==> config.mk <==
export PLATFORM = sky130hd
export DESIGN_NAME = character_mover
export DESIGN_NICKNAME = d
export VERILOG_FILES = /design/src/rtl/game_pkg.sv /design/src/rtl/tile_step.sv /design/src/rtl/character_mover.sv
export SDC_FILE = /design/constraint.sdc
export NUM_CORES = 1
export LEC_CHECK = 0
export ABC_AREA = 1
export CAP_MARGIN = 20
export CORE_MARGIN = 2
export CORE_UTILIZATION = 30
export DETAILED_ROUTE_END_ITERATION = 10
export HOLD_SLACK_MARGIN = 0.12
export MAX_ROUTING_LAYER = met4
export SYNTH_ARGS = -nofsm -noshare
export SYNTH_HDL_FRONTEND = slang
export SYNTH_SLANG_ARGS = --single-unit
==> constraint.sdc <==
create_clock -name clk -period 1.4 [get_ports clk]
set_input_delay 0.28 -clock clk [delete_from_list [all_inputs] [get_ports clk]]
set_output_delay 0.28 -clock clk [all_outputs]
set_load 0.005 [all_outputs]
==> src/rtl/game_pkg.sv <==
// Shared game definitions: direction encoding and the mover state encoding,
// used by both the character movers and the mouse AI.
package game_pkg;

    localparam logic [1:0] DIR_RIGHT = 2'd0;
    localparam logic [1:0] DIR_DOWN  = 2'd1;
    localparam logic [1:0] DIR_LEFT  = 2'd2;
    localparam logic [1:0] DIR_UP    = 2'd3;

    typedef enum logic [1:0] {
        ST_IDLE   = 2'd0,
        ST_COUNT  = 2'd1,
        ST_QUERY  = 2'd2,
        ST_COMMIT = 2'd3
    } mover_state_e;

endpackage

==> src/rtl/tile_step.sv <==
// Combinational one-tile step: target of pos moved one tile in dir, with an
// off_grid flag instead of wrapping. The target never leaves the grid.
module tile_step
    import game_pkg::*;
#(
    parameter int GRID_W = 32,
    parameter int GRID_H = 24,
    parameter int X_W    = 5,
    parameter int Y_W    = 5
) (
    input  logic [X_W-1:0] pos_x,
    input  logic [Y_W-1:0] pos_y,
    input  logic [1:0]     dir,
    output logic [X_W-1:0] tgt_x,
    output logic [Y_W-1:0] tgt_y,
    output logic           off_grid
);

    always_comb begin
        // NOTE: every output gets a default before the case, so no path infers a latch.
        tgt_x    = pos_x;
        tgt_y    = pos_y;
        off_grid = 1'b0;
        case (dir)
            DIR_RIGHT: if (pos_x == X_W'(GRID_W - 1)) off_grid = 1'b1;
                       else                           tgt_x = pos_x + X_W'(1);
            DIR_DOWN:  if (pos_y == Y_W'(GRID_H - 1)) off_grid = 1'b1;
                       else                           tgt_y = pos_y + Y_W'(1);
            DIR_LEFT:  if (pos_x == '0)               off_grid = 1'b1;
                       else                           tgt_x = pos_x - X_W'(1);
            default:   if (pos_y == '0)               off_grid = 1'b1;
                       else                           tgt_y = pos_y - Y_W'(1);
        endcase
    end

endmodule

==> src/rtl/character_mover.sv <==
// Steps one character across the tile grid every STEP_DIV frame ticks, asking
// the maze over a valid/ack handshake whether the target tile is a wall.
module character_mover
    import game_pkg::*;
#(
    parameter int GRID_W   = 32,
    parameter int GRID_H   = 24,
    parameter int X_W      = 5,
    parameter int Y_W      = 5,
    parameter int START_X  = 0,
    parameter int START_Y  = 0,
    parameter int STEP_DIV = 4
) (
    input  logic           clk,
    input  logic           rst_n,
    input  logic           enable,
    input  logic           move_tick,
    input  logic [1:0]     char_dir,
    input  logic           dir_valid,
    output logic           query_valid,
    output logic [X_W-1:0] query_x,
    output logic [Y_W-1:0] query_y,
    input  logic           query_ack,
    input  logic           query_blocked,
    output logic [X_W-1:0] pos_x,
    output logic [Y_W-1:0] pos_y,
    output logic [1:0]     facing,
    output logic           moved,
    output logic           bump
);

    localparam int CNT_W = (STEP_DIV > 1) ? $clog2(STEP_DIV) : 1;

    mover_state_e     state_q, state_d;
    logic [CNT_W-1:0] tick_cnt_q, tick_cnt_d;
    logic [X_W-1:0]   pos_x_q, pos_x_d, tgt_x_q, tgt_x_d, step_x;
    logic [Y_W-1:0]   pos_y_q, pos_y_d, tgt_y_q, tgt_y_d, step_y;
    logic [1:0]       facing_q, facing_d;
    logic             moved_q, moved_d, bump_q, bump_d;
    logic             off_grid;

    // facing_q is sampled as the step direction on the last tick; the latched
    // target then carries the step, so later dir_valid changes facing only.
    tile_step #(
        .GRID_W(GRID_W), .GRID_H(GRID_H), .X_W(X_W), .Y_W(Y_W)
    ) u_step (
        .pos_x   (pos_x_q),
        .pos_y   (pos_y_q),
        .dir     (facing_q),
        .tgt_x   (step_x),
        .tgt_y   (step_y),
        .off_grid(off_grid)
    );

    always_comb begin
        state_d    = state_q;
        tick_cnt_d = tick_cnt_q;
        pos_x_d    = pos_x_q;
        pos_y_d    = pos_y_q;
        tgt_x_d    = tgt_x_q;
        tgt_y_d    = tgt_y_q;
        facing_d   = dir_valid ? char_dir : facing_q;
        moved_d    = 1'b0;
        bump_d     = 1'b0;
        case (state_q)
            ST_IDLE: begin
                if (enable) begin
                    tick_cnt_d = '0;
                    state_d    = ST_COUNT;
                end
            end
            ST_COUNT: begin
                if (!enable) begin
                    tick_cnt_d = '0;
                    state_d    = ST_IDLE;
                end else if (move_tick) begin
                    if (tick_cnt_q == CNT_W'(STEP_DIV - 1)) begin
                        tick_cnt_d = '0;
                        if (off_grid) begin
                            bump_d = 1'b1;
                        end else begin
                            tgt_x_d = step_x;
                            tgt_y_d = step_y;
                            state_d = ST_QUERY;
                        end
                    end else begin
                        tick_cnt_d = tick_cnt_q + CNT_W'(1);
                    end
                end
            end
            ST_QUERY: begin
                // The commit outcome is registered at the ack edge so that pos
                // and the moved/bump pulse are all visible during COMMIT.
                if (query_ack) begin
                    state_d = ST_COMMIT;
                    if (enable) begin
                        if (query_blocked) begin
                            bump_d = 1'b1;
                        end else begin
                            pos_x_d = tgt_x_q;
                            pos_y_d = tgt_y_q;
                            moved_d = 1'b1;
                        end
                    end
                end
            end
            ST_COMMIT: begin
                tick_cnt_d = '0;
                state_d    = enable ? ST_COUNT : ST_IDLE;
            end
            default: state_d = ST_IDLE;
        endcase
    end

    // NOTE: sequential state uses non-blocking assignments only.
    always_ff @(posedge clk or negedge rst_n) begin
        if (!rst_n) begin
            state_q    <= ST_IDLE;
            tick_cnt_q <= '0;
            pos_x_q    <= X_W'(START_X);
            pos_y_q    <= Y_W'(START_Y);
            tgt_x_q    <= '0;
            tgt_y_q    <= '0;
            facing_q   <= DIR_RIGHT;
            moved_q    <= 1'b0;
            bump_q     <= 1'b0;
        end else begin
            state_q    <= state_d;
            tick_cnt_q <= tick_cnt_d;
            pos_x_q    <= pos_x_d;
            pos_y_q    <= pos_y_d;
            tgt_x_q    <= tgt_x_d;
            tgt_y_q    <= tgt_y_d;
            facing_q   <= facing_d;
            moved_q    <= moved_d;
            bump_q     <= bump_d;
        end
    end

    assign query_valid = (state_q == ST_QUERY);
    assign query_x     = tgt_x_q;
    assign query_y     = tgt_y_q;
    assign pos_x       = pos_x_q;
    assign pos_y       = pos_y_q;
    assign facing      = facing_q;
    assign moved       = moved_q;
    assign bump        = bump_q;

endmodule

Word level (Yosys, flattened, before mapping)
Index checks and enable logic that the tools add are counted.
Word-level totals
  input port bits: 9
  register bits: 28
  output and inout port bits: 25
Operators by class
  bitwise logic cells: 2
  reduce and logical (&&, ||, !) cells: 10
  add/subtract/negate cells: 5
  equal/unequal tests: 13
  mux-type cells: 36
Operator list (count)
  two-way mux 2 bit: 10
  two-way mux 5 bit: 4
  case mux 5 bit (2 select lines): 2
  two-way mux 1 bit: 16
  adder 5 x 1 -> 5 bit, second input constant: 2
  == test 5 bit, second input constant: 2
  logical NOT 5 bit: 2
  AND reduction 5 bit: 2
  subtractor 5 x 1 -> 5 bit, second input constant: 2
  != test 3 bit, second input constant: 3
  == test 2 bit, second input constant: 4
  case mux 2 bit (4 select lines): 1
  case mux 2 bit (3 select lines): 1
  == test 2 x 1 -> 1 bit, second input constant: 2
  logical NOT 2 bit: 2
  AND reduction 4 bit: 1
  case mux 1 bit (3 select lines): 1
  AND reduction 3 bit: 1
  nonzero test 3 bit: 1
  adder 2 x 1 -> 2 bit, second input constant: 1
  != test 2 x 1 -> 1 bit, second input constant: 1
  != test 2 bit, second input constant: 1
  NOT 1 bit: 2
  case mux 1 bit (2 select lines): 1
  OR reduction 2 bit: 1

Logic depth before layout (Yosys ltp)
Gate-level depths: netlist of the first run.
  depth in word-level cells: 8
  mapped depth: 12
  gate-level depth less buffers: 12

Hierarchy
Synthesis of the first run repeated with hierarchy kept, for this count alone.
Second synthesis, totals
  cell total of the unflattened synthesis: 254
  area total of the unflattened synthesis: 1849.3 µm²
Modules (own cells, without submodules)
  character_mover: times used 1, cells an instance 139, area each 1282.5 µm²
  tile_step: times used 1, cells an instance 115, area each 566.8 µm²

Worst setup path after synthesis of the first run
Ideal clock, no wire load.
  kind: register to register
  start: register pos_y_q[0] (netlist: pos_y[0])
  end: register tgt_x_q[2] (netlist: query_x[2])
  required time: 1.279 ns
  path buffers: 1
  arrival: 1.441 ns
  library setup time: 0.121 ns
  stages on the path, launching flop included: 11
  slack: -0.162 ns
  cell sequence: dfrtp_1 inv_1 ha_1 inv_1 nor2_1 a21oi_4 o21bai_4 nand2_4 buf_8 nand2_1 o21ai_2
Between the ends
  cells in the longest elaborated chain, start to end: 5
  elaborated cells on any way between the ends: 7
  classes of those cells: 1 x eq/ne; 3 x mux; 1 x bitwise; 2 x reduce/logical
RTL lines
  start: declaration: line character_mover.sv:37  | logic [Y_W-1:0] pos_y_q, pos_y_d, tgt_y_q, tgt_y_d, step_y;
  start signal: assignment: line character_mover.sv:121  | pos_y_q <= Y_W'(START_Y);
  start signal: assignment: line character_mover.sv:131  | pos_y_q <= pos_y_d;
  == test 5 bit or logical NOT 5 bit (tied branches): line tile_step.sv:27, tile_step.sv:31
  two-way mux 1 bit (on tied branches): line tile_step.sv:27, tile_step.sv:31
  case mux 1 bit (3 select lines) (*): line tile_step.sv:24  | case (dir)
  NOT 1 bit (no source line) (*)
  AND reduction 5 bit (no source line) (*)
  end signal: assignment: line character_mover.sv:132  | tgt_x_q <= tgt_x_d;
  end: declaration: line character_mover.sv:36  | logic [X_W-1:0] pos_x_q, pos_x_d, tgt_x_q, tgt_x_d, step_x;
Mark *: on every way between the ends. The rest lies on a longest branch, timed or not.
A chain may end at the register's enable or synchronous reset.

Worst setup path after layout of the first run
  start: register pos_y_q[0] (netlist: pos_y[0])
  end: register state_q[0]
Between the ends
  cells in the longest elaborated chain, start to end: 5
  elaborated cells on any way between the ends: 7
  classes of those cells: 2 x eq/ne; 3 x mux; 2 x reduce/logical
RTL lines
  == test 5 bit or logical NOT 5 bit (tied branches): line tile_step.sv:27, tile_step.sv:31
  two-way mux 1 bit (on tied branches): line tile_step.sv:27, tile_step.sv:31
  case mux 1 bit (3 select lines) (*): line tile_step.sv:24
  != test 3 bit (no source line) (*)
  AND reduction 5 bit (no source line) (*)
  end signal: assignment: line character_mover.sv:128  | state_q <= state_d;
  end: declaration: line character_mover.sv:34  | mover_state_e state_q, state_d;
Marks and branches as above.

==> results of run 1 <==
==> worst paths after layout <==
path | startpoint | endpoint | slack, ps | cells past startpoint
max | pos_y[0] | state_q[0] | -160 | 11
min | rst_n | pos_y[1] | 340 | 2
max reg2reg | pos_y[0] | state_q[0] | -160 | 11
min reg2reg | tick_cnt_q[1] | tick_cnt_q[1] | 530 | 2
max in group asynchronous | rst_n | asynchronous set/reset pin | 880 | 2
min in group clk | tick_cnt_q[1] | tick_cnt_q[1] | 530 | 2
==> area by class of cell <==
class	instances	area (µm²)
Inverter	27	101
Multi-Input combinational cell	165	1080
Tap cell	72	90.1
Timing Repair Buffer	96	856
Fill cell	517	2710
Clock buffer	3	41.3
Sequential cell	28	704
==> timing repair <==
item / CTS / global route
cloned: 0 / 3
pin swaps: 5 / 5
endpoints found under the hold margin: 0 / 0
gates resized for setup: 41 / 43
endpoints found under the setup margin: 39 / 26
buffers inserted: 23 / 2
==> critical path, stage by stage, from the launching register on <==
cell,delay [ps]
dfrtp_2,450
ha_2,190
nand2_1,70
inv_2,50
nand3_2,70
nand2_2,60
o21bai_4,230
nand2_1,100
nand2_2,100
nand2_1,50
nand2_1,50
nand2_1,40
==> registers in the layout (all words and copies together), names as in the netlist, named ones only <==
register,count
pos_x,5
pos_y,5
query_x,5
query_y,5
facing,2
tick_cnt_q,2
bump,1
moved,1
state_q,1
==> kinds of logic after synthesis <==
group,after synthesis
AO/OA/AOI/OAI,48
XOR/XNOR,9
adder cells (fa/ha/maj),12
buffers and inverters,32
flip-flops,28
AND/OR/NAND/NOR,96
==> synth_stat cells <==
| cell | n | area, µm² |
|---|---|---|
| nor3_1 | 1 | 5.00 |
| o21ai_1 | 6 | 30.0 |
| o21bai_4 | 1 | 18.8 |
| nand3_1 | 12 | 60.1 |
| o21ai_2 | 1 | 8.76 |
| buf_8 | 1 | 15.0 |
| a31oi_1 | 1 | 6.26 |
| nand4_1 | 2 | 12.5 |
| xor2_1 | 9 | 78.8 |
| inv_2 | 1 | 3.75 |
| and2_1 | 1 | 6.26 |
| ha_1 | 12 | 150 |
| a21oi_4 | 1 | 16.3 |
| dfrtp_1 | 28 | 701 |
| nand2_4 | 1 | 11.3 |
| nand2_1 | 57 | 214 |
| nand2_2 | 2 | 12.5 |
| a21oi_1 | 9 | 45.0 |
| buf_6 | 2 | 22.5 |
| clkbuf_1 | 2 | 7.51 |
| or2_2 | 2 | 12.5 |
| o21ai_0 | 29 | 145 |
| inv_1 | 26 | 97.6 |
| nor2_1 | 16 | 60.1 |
| nor2_2 | 2 | 12.5 |
==> routing by layer <==
metal,part of all wire (%),GRT usage [%],vias up,routed length (µm)
met5,0,-,-,0
met4,1.4,4.41,0,70
met3,4.4,2.70,8,216
met2,51,25.0,44,2490
met1,44,20.3,819,2150
li1,-,-,914,-
==> per-stage QoR <==
stage          power [W]  area (µm²)  util, %  setup TNS [ps]  worst slack, ps
6_report         0.00503        2870     51.5           -1850             -156
5_1_grt          0.00547        2870     51.5           -3810             -284
4_1_cts          0.00482        2680     48.1           -1790             -158
3_5_place_dp     0.00405        2460     44.1           -4130             -288
3_3_place_gp     0.00402        2460     44.1           -3360             -241
2_1_floorplan    0.00271        1800        -           -1060             -107
==> report_power, final <==
part	switching, W	internal [W]
Sequential	0.000238	0.00112
Combinational	0.00154	0.00168
Clock	0.000256	0.000194
Total	0.00203	0.00300
==> flow_summary.yaml, run 1 <==
run_status:
  outcome: "finished with violations"
  violations: "setup timing"
worst_setup_path:
  critPathMaxFanout: 5
  startpoint_type: "flip-flop"
  cp.required_ps: 1570
  end_kind: "flip-flop"
  critPathKind: "reg2reg"
  critPathArrivalTime_ps: 1730
logic_synthesis:
  netlist_area_um2: 1750
  syn_inst: 225
  syn_area_per_cell_um2: 7.79
  ys_seq_area_share_pct: 40.0
  ys.warnings.count: 0
  synth_nets: 246
  synth_compound_area_share_pct: 15.4
  yosysUniqueCellTypes: 25
  yosys.area_share.xor_xnor_pct: 4.50
  synth-simple-area-share_pct: 23.2
  synthAdderAreaFrac_pct: 8.57
  synth_mux_area_share_pct: 0
  synth_top_family_by_area: "simple AND/OR/NAND/NOR gates"
  ys_seq_elements: 28
timing:
  tightest_slew_ps: 238
  slew_violations: 0
  setup_viol: 14
  clock.fmax_mhz: 643
  period_needed_ps: 1560
  fin_skew_ps: 8.09
  rsz0062_at_grt: "yes"
  hold_violations: 0
  relSlewSlack_pct: 84.1
  worst_hold_slack_ps: 343
  post-route-period-util_pct: 111
  layout_setup_ws_ps: -156
finish:
  stdcell_count: 391
  fin_nets: 342
  final_common_cell: "buf_4"
  areaGrowthSynthToFinish_pct: 63.7
  drive_gt1_share_pct: 38.9
  mostFrequentLayoutCells: "55 x buf_4, 42 x nand2_1, 25 x dfrtp_1, 20 x dlygate4sd2_1, 17 x inv_1"
  diodes: 0
global_route:
  grt_max_degree: 29
  grt_pass1_wl_um: 7710
  antenna_found_initial: 0
  grt_usage_pct: 15.6
  grt_pass1_vias: 1700
  gr-total-overflow: 0
placed_design:
  place.gp.congestion: 0.857
  dp_hpwl_um: 3240
  placed_cells: 360
  port_buffers: 33
route:
  vias: 1785
  ant_nets: 0
  dr.pass1.iters: 4
  drtIter0Drc: 93
  postRouteWirelength_um: 4920
  wl_per_cell_um: 12.6
  viasPerCell: 4.57
  drcViolationCount: 0
clocking:
  htreeDepth: 1
  clk_latency_ps: 280
  clkTransAtPathRegs_ps: 100
  clockRootBuffer: "clkbuf_8"
  cts_hold_buf: 0
  cts.sinks: 28
  clockBufferDepth: 2
  cts_tree: "done"
  cts_made_buffers: 3
power:
  peakVddDrop_mv: 0.673
  powerDensity_nw_per_um2: 1750
  p_leak_nw: 1.49
hold_path:
  worstHoldPathType: "in2async"
floorplanning:
  dieWidth_um: 80.4
  die_h_um: 80.4
  floorplan.die_area_um2: 6470
  io_pins: 34
  fp.coreArea_um2: 5570
  start_util_pct: 31.4
  rows: 27
job:
  drv_cap: 0
No activity file was read; power rests on OpenSTA's default activity.
==> inputs of run 2 (changes only) <==
CORE_MARGIN = unset   (was 2)
==> flow_summary.yaml, run 2 (synthesis results as in run 1) <==
run_status:
  outcome: "finished with violations"
  violations: "setup timing"
hold_path:
  worstHoldPathType: "in2async"
worst_setup_path:
  critPathArrivalTime_ps: 1780
  critPathMaxStageDelay_ps: 430
  rrSetupSlack_ps: -210
  end_kind: "flip-flop"
  r2r_start: "pos_x[0]"
  startpoint_type: "flip-flop"
  critPathSlowestCell: "dfrtp_1"
  cp_num_buf_inv: 3
  path_common_cell: "nand2_2"
  cp_top_family: "flip-flops"
  path_cells: "inv_2 > ha_2 > inv_1 > nor2_1 > nand3_1 > nand2_2 > o21bai_4 > buf_12 > nand2_8 > nand2_2 > o21ai_1"
  startpoint: "pos_x[0]"
  critPathMaxFanout: 5
  critPathKind: "reg2reg"
  cp.required_ps: 1570
finish:
  areaGrowthSynthToFinish_pct: 65.2
  fin_util_pct: 52.0
  stdcell_count: 387
  fin_nets: 338
  mostFrequentLayoutCells: "49 x buf_4, 39 x nand2_1, 26 x dfrtp_1, 19 x dlygate4sd2_1, 18 x inv_1"
  final_common_cell: "buf_4"
  diodes: 0
  drive_gt1_share_pct: 38.7
clocking:
  clk_latency_ps: 280
  cts.sinks: 28
  cts_hold_buf: 0
  htreeDepth: 1
  clockRootBuffer: "clkbuf_8"
  cts_made_buffers: 3
  clockBufferDepth: 2
  clkTransAtPathRegs_ps: 100
  cts_tree: "done"
route:
  dr.pass1.iters: 4
  vias: 1798
  drtIter0Drc: 88
  postRouteWirelength_um: 4920
  wl_per_cell_um: 12.7
  ant_nets: 0
  drcViolationCount: 0
  viasPerCell: 4.65
global_route:
  use_met2_pct: 26.0
  grt_pass1_vias: 1606
  grt_use_met1_pct: 20.3
  antenna_found_initial: 0
  grtUsageMet3_pct: 3.37
  grt_pass1_wl_um: 7600
  gr-total-overflow: 0
  grt.busiest_layer: "met2"
  grt_max_degree: 29
  grt_usage_pct: 16.3
floorplanning:
  fp.coreArea_um2: 5570
  rows: 27
  start_util_pct: 31.4
  die_h_um: 78.4
  io_pins: 34
  floorplan.die_area_um2: 6150
  dieWidth_um: 78.4
timing:
  clock.fmax_mhz: 619
  setup_viol: 26
  slew_violations: 0
  relSlewSlack_pct: 76.3
  fin_skew_ps: 2.91
  worst_hold_slack_ps: 345
  layout_setup_ws_ps: -215
  rsz0062_at_grt: "yes"
  period_needed_ps: 1610
  post-route-period-util_pct: 115
  hold_violations: 0
  tightest_slew_ps: 352
power:
  powerDensity_nw_per_um2: 1720
  peakVddDrop_mv: 0.779
  p_leak_nw: 1.49
  total_power_w: 0.00499
placed_design:
  port_buffers: 33
  place.gp.congestion: 0.865
  dp_hpwl_um: 3110
  placed_cells: 359
job:
  drv_cap: 0
-- run 2: final timing paths --
path / to / cells past startpoint
worst max-delay path: query_y[3] / 11
worst min-delay path: query_y[0] / 2
worst max register to register: query_y[3] / 11
worst min register to register: tick_cnt_q[1] / 2
max in group asynchronous: pos_y[3] / 2
min in group clk: tick_cnt_q[1] / 2
-- run 2: power breakdown --
| part | internal [W] | total [W] | switching, W |
|---|---|---|---|
| combinational | 0.00161 | 0.00313 | 0.00152 |
| clock | 0.000194 | 0.000462 | 0.000268 |
| sequential | 0.00112 | 0.00139 | 0.000275 |
-- run 2: repair_timing --
item | in CTS | in global routing
pin swaps | 5 | 9
endpoints found under the setup margin | 39 | 24
resized for setup | 40 | 46
buffers inserted | 16 | 5
cloned | 2 | 2
-- run 2: cell type report --
type,instances,area (µm²)
fill,522,2680
sequential,28,703
inverter,27,101
tap,72,90.1
timing repair buffer,90,830
multi-input combinational,167,1130
clock buffer,3,41.3
-- run 2: worst register-to-register path: cells and delay by family, from the launching register on --
family | cells | cell delay [ps]
AOI/OAI and AO/OA | 2 | 300
adders and majority gates | 1 | 170
buffers and inverters | 3 | 280
and+or+nand+nor | 5 | 330
DFF | 1 | 430
-- run 2: metal layers --
| metal | vias up | part of all wire [%] |
|---|---|---|
| met5 | - | 0 |
| met3 | 9 | 4.5 |
| li1 | 903 | - |
| met2 | 40 | 48 |
| met4 | 0 | 2.8 |
| met1 | 846 | 45 |
-- run 2: through the flow --
step	TNS, ps	instance area (µm²)	worst slack, ps
detailed placement	-3490	2450	-283
floorplan	-1060	1800	-107
global placement	-3010	2450	-229
CTS	-2340	2680	-181
global route	-5020	2900	-317
finish	-3200	2900	-215
==> inputs of run 3 (changes only) <==
clock period = 1.8 ns   (was 1.4 ns; I/O delays follow)
==> flow_summary.yaml, run 3 (synthesis results as in run 1) <==
route:
  wl_per_cell_um: 11.6
  top_layer: "met4"
  dr.pass1.iters: 4
  viasPerCell: 4.65
  drtIter0Drc: 107
  route.met2.wl_um: 1770
  met1_length_um: 1860
  postRouteWirelength_um: 3920
  routed-wl-met3_um: 230
  drcViolationCount: 0
  ant_nets: 0
  vias: 1571
power:
  total_power_w: 0.00321
  peakVddDrop_mv: 0.419
  p_leak_nw: 1.06
  powerDensity_nw_per_um2: 1410
timing:
  tightest_slew_ps: 396
  fin_skew_ps: 8.74
  post-route-period-util_pct: 94.0
  rsz0062_at_grt: "yes"
  hold_violations: 0
  period_needed_ps: 1690
  clock.fmax_mhz: 591
  relSlewSlack_pct: 73.5
  setup_viol: 0
  slew_violations: 0
finish:
  mostFrequentLayoutCells: "57 x nand2_1, 32 x clkdlybuf4s50_1, 27 x o21ai_0, 26 x dfrtp_1, 24 x inv_1"
  diodes: 0
  drive_gt1_share_pct: 11.3
  fin_nets: 288
  fin_util_pct: 40.7
  final_common_cell: "nand2_1"
  areaGrowthSynthToFinish_pct: 29.6
worst_setup_path:
  critPathMaxStageDelay_ps: 560
  reg2reg_depth: 11
  critPathKind: "reg2out"
  rrSetupSlack_ps: 150
  critPathMaxFanout: 8
  end_kind: "output port"
  r2r_start: "pos_x[1]"
  r2r_end: "state_q[0]"
  cp_num_buf_inv: 1
  cp.required_ps: 1440
  cp_top_family: "buffers and inverters"
  startpoint_type: "flip-flop"
  critPathArrivalTime_ps: 1330
  path_cells: "clkdlybuf4s50_1"
  critPathSlowestCell: "clkdlybuf4s50_1"
floorplanning:
  die_h_um: 78.4
  rows: 27
  fp.coreArea_um2: 5570
  dieWidth_um: 78.4
  floorplan.die_area_um2: 6150
  io_pins: 34
  start_util_pct: 31.4
clocking:
  cts_made_buffers: 3
  clkTransAtPathRegs_ps: 100
  cts.sinks: 28
  clockRootBuffer: "clkbuf_8"
  clk_latency_ps: 280
  htreeDepth: 1
  cts_tree: "done"
  clockBufferDepth: 2
global_route:
  grt_usage_pct: 13.7
  grt_max_degree: 29
  grt_pass1_vias: 1439
  gr-total-overflow: 0
  antenna_found_initial: 0
  grt_pass1_wl_um: 6530
hold_path:
  worstHoldPathType: "in2async"
job:
  drv_cap: 0
run_status:
  outcome: "finished, final reports clean"
placed_design:
  dp_hpwl_um: 2900
  place.gp.congestion: 0.859
  port_buffers: 33
[run 3: how the worst max path moves through the flow]
stage / start / slack (ps) / end / depth (start not counted)
2_1_floorplan: pos_y[0] / 240 / query_x[2] / 10
3_3_place_gp: enable / 40 / state_q[0] / 9
3_5_place_dp: enable / -4 / flip-flop / 9
4_1_cts: facing[0] / 50 / facing[0] / 1
5_1_grt: pos_y[0] / -10 / flip-flop / 11
6_report: pos_x[2] / 110 / pos_x[2] / 1
[run 3: final cells by class]
class / count / area (µm²)
multi-input cells: 166 / 920
clock buffers: 4 / 55.1
repair buffers: 41 / 402
well taps: 72 / 90.1
fillers: 606 / 3300
flip-flops and latches: 28 / 703
inverters: 27 / 101
[run 3: layer usage]
metal	GRT usage [%]	vias up
li1	-	806
met1	17.9	713
met2	21.0	46
met3	3.02	6
met4	4.63	0
met5	-	-
[run 3: power breakdown]
| part | internal (W) | total [W] | switching, W |
|---|---|---|---|
| sequential | 0.000870 | 0.00114 | 0.000274 |
| clock | 0.000196 | 0.000395 | 0.000199 |
| combinational | 0.000839 | 0.00167 | 0.000829 |
[run 3: repair_timing]
item / 4_1_cts / 5_1_grt
hold buffers: 0 / 0
setup endpoints to repair: 1 / 3
gates resized for setup: 4 / 4
gates cloned: 0 / 1
buffers inserted: 2 / 0
[run 3: metrics by stage]
stage / setup TNS (ps) / hold slack, ps / instances / setup slack, ps / area, µm²
after floorplan: 0 / 64.4 / 225 / 238 / 1750
after global placement: 0 / 479 / 331 / 39.6 / 2190
after detailed placement: -8.70 / 492 / 331 / -4.47 / 2190
after CTS: 0 / 462 / 337 / 48.9 / 2260
after global routing: -14.3 / 482 / 338 / -14.3 / 2270
final: 0 / 454 / 338 / 108 / 2270
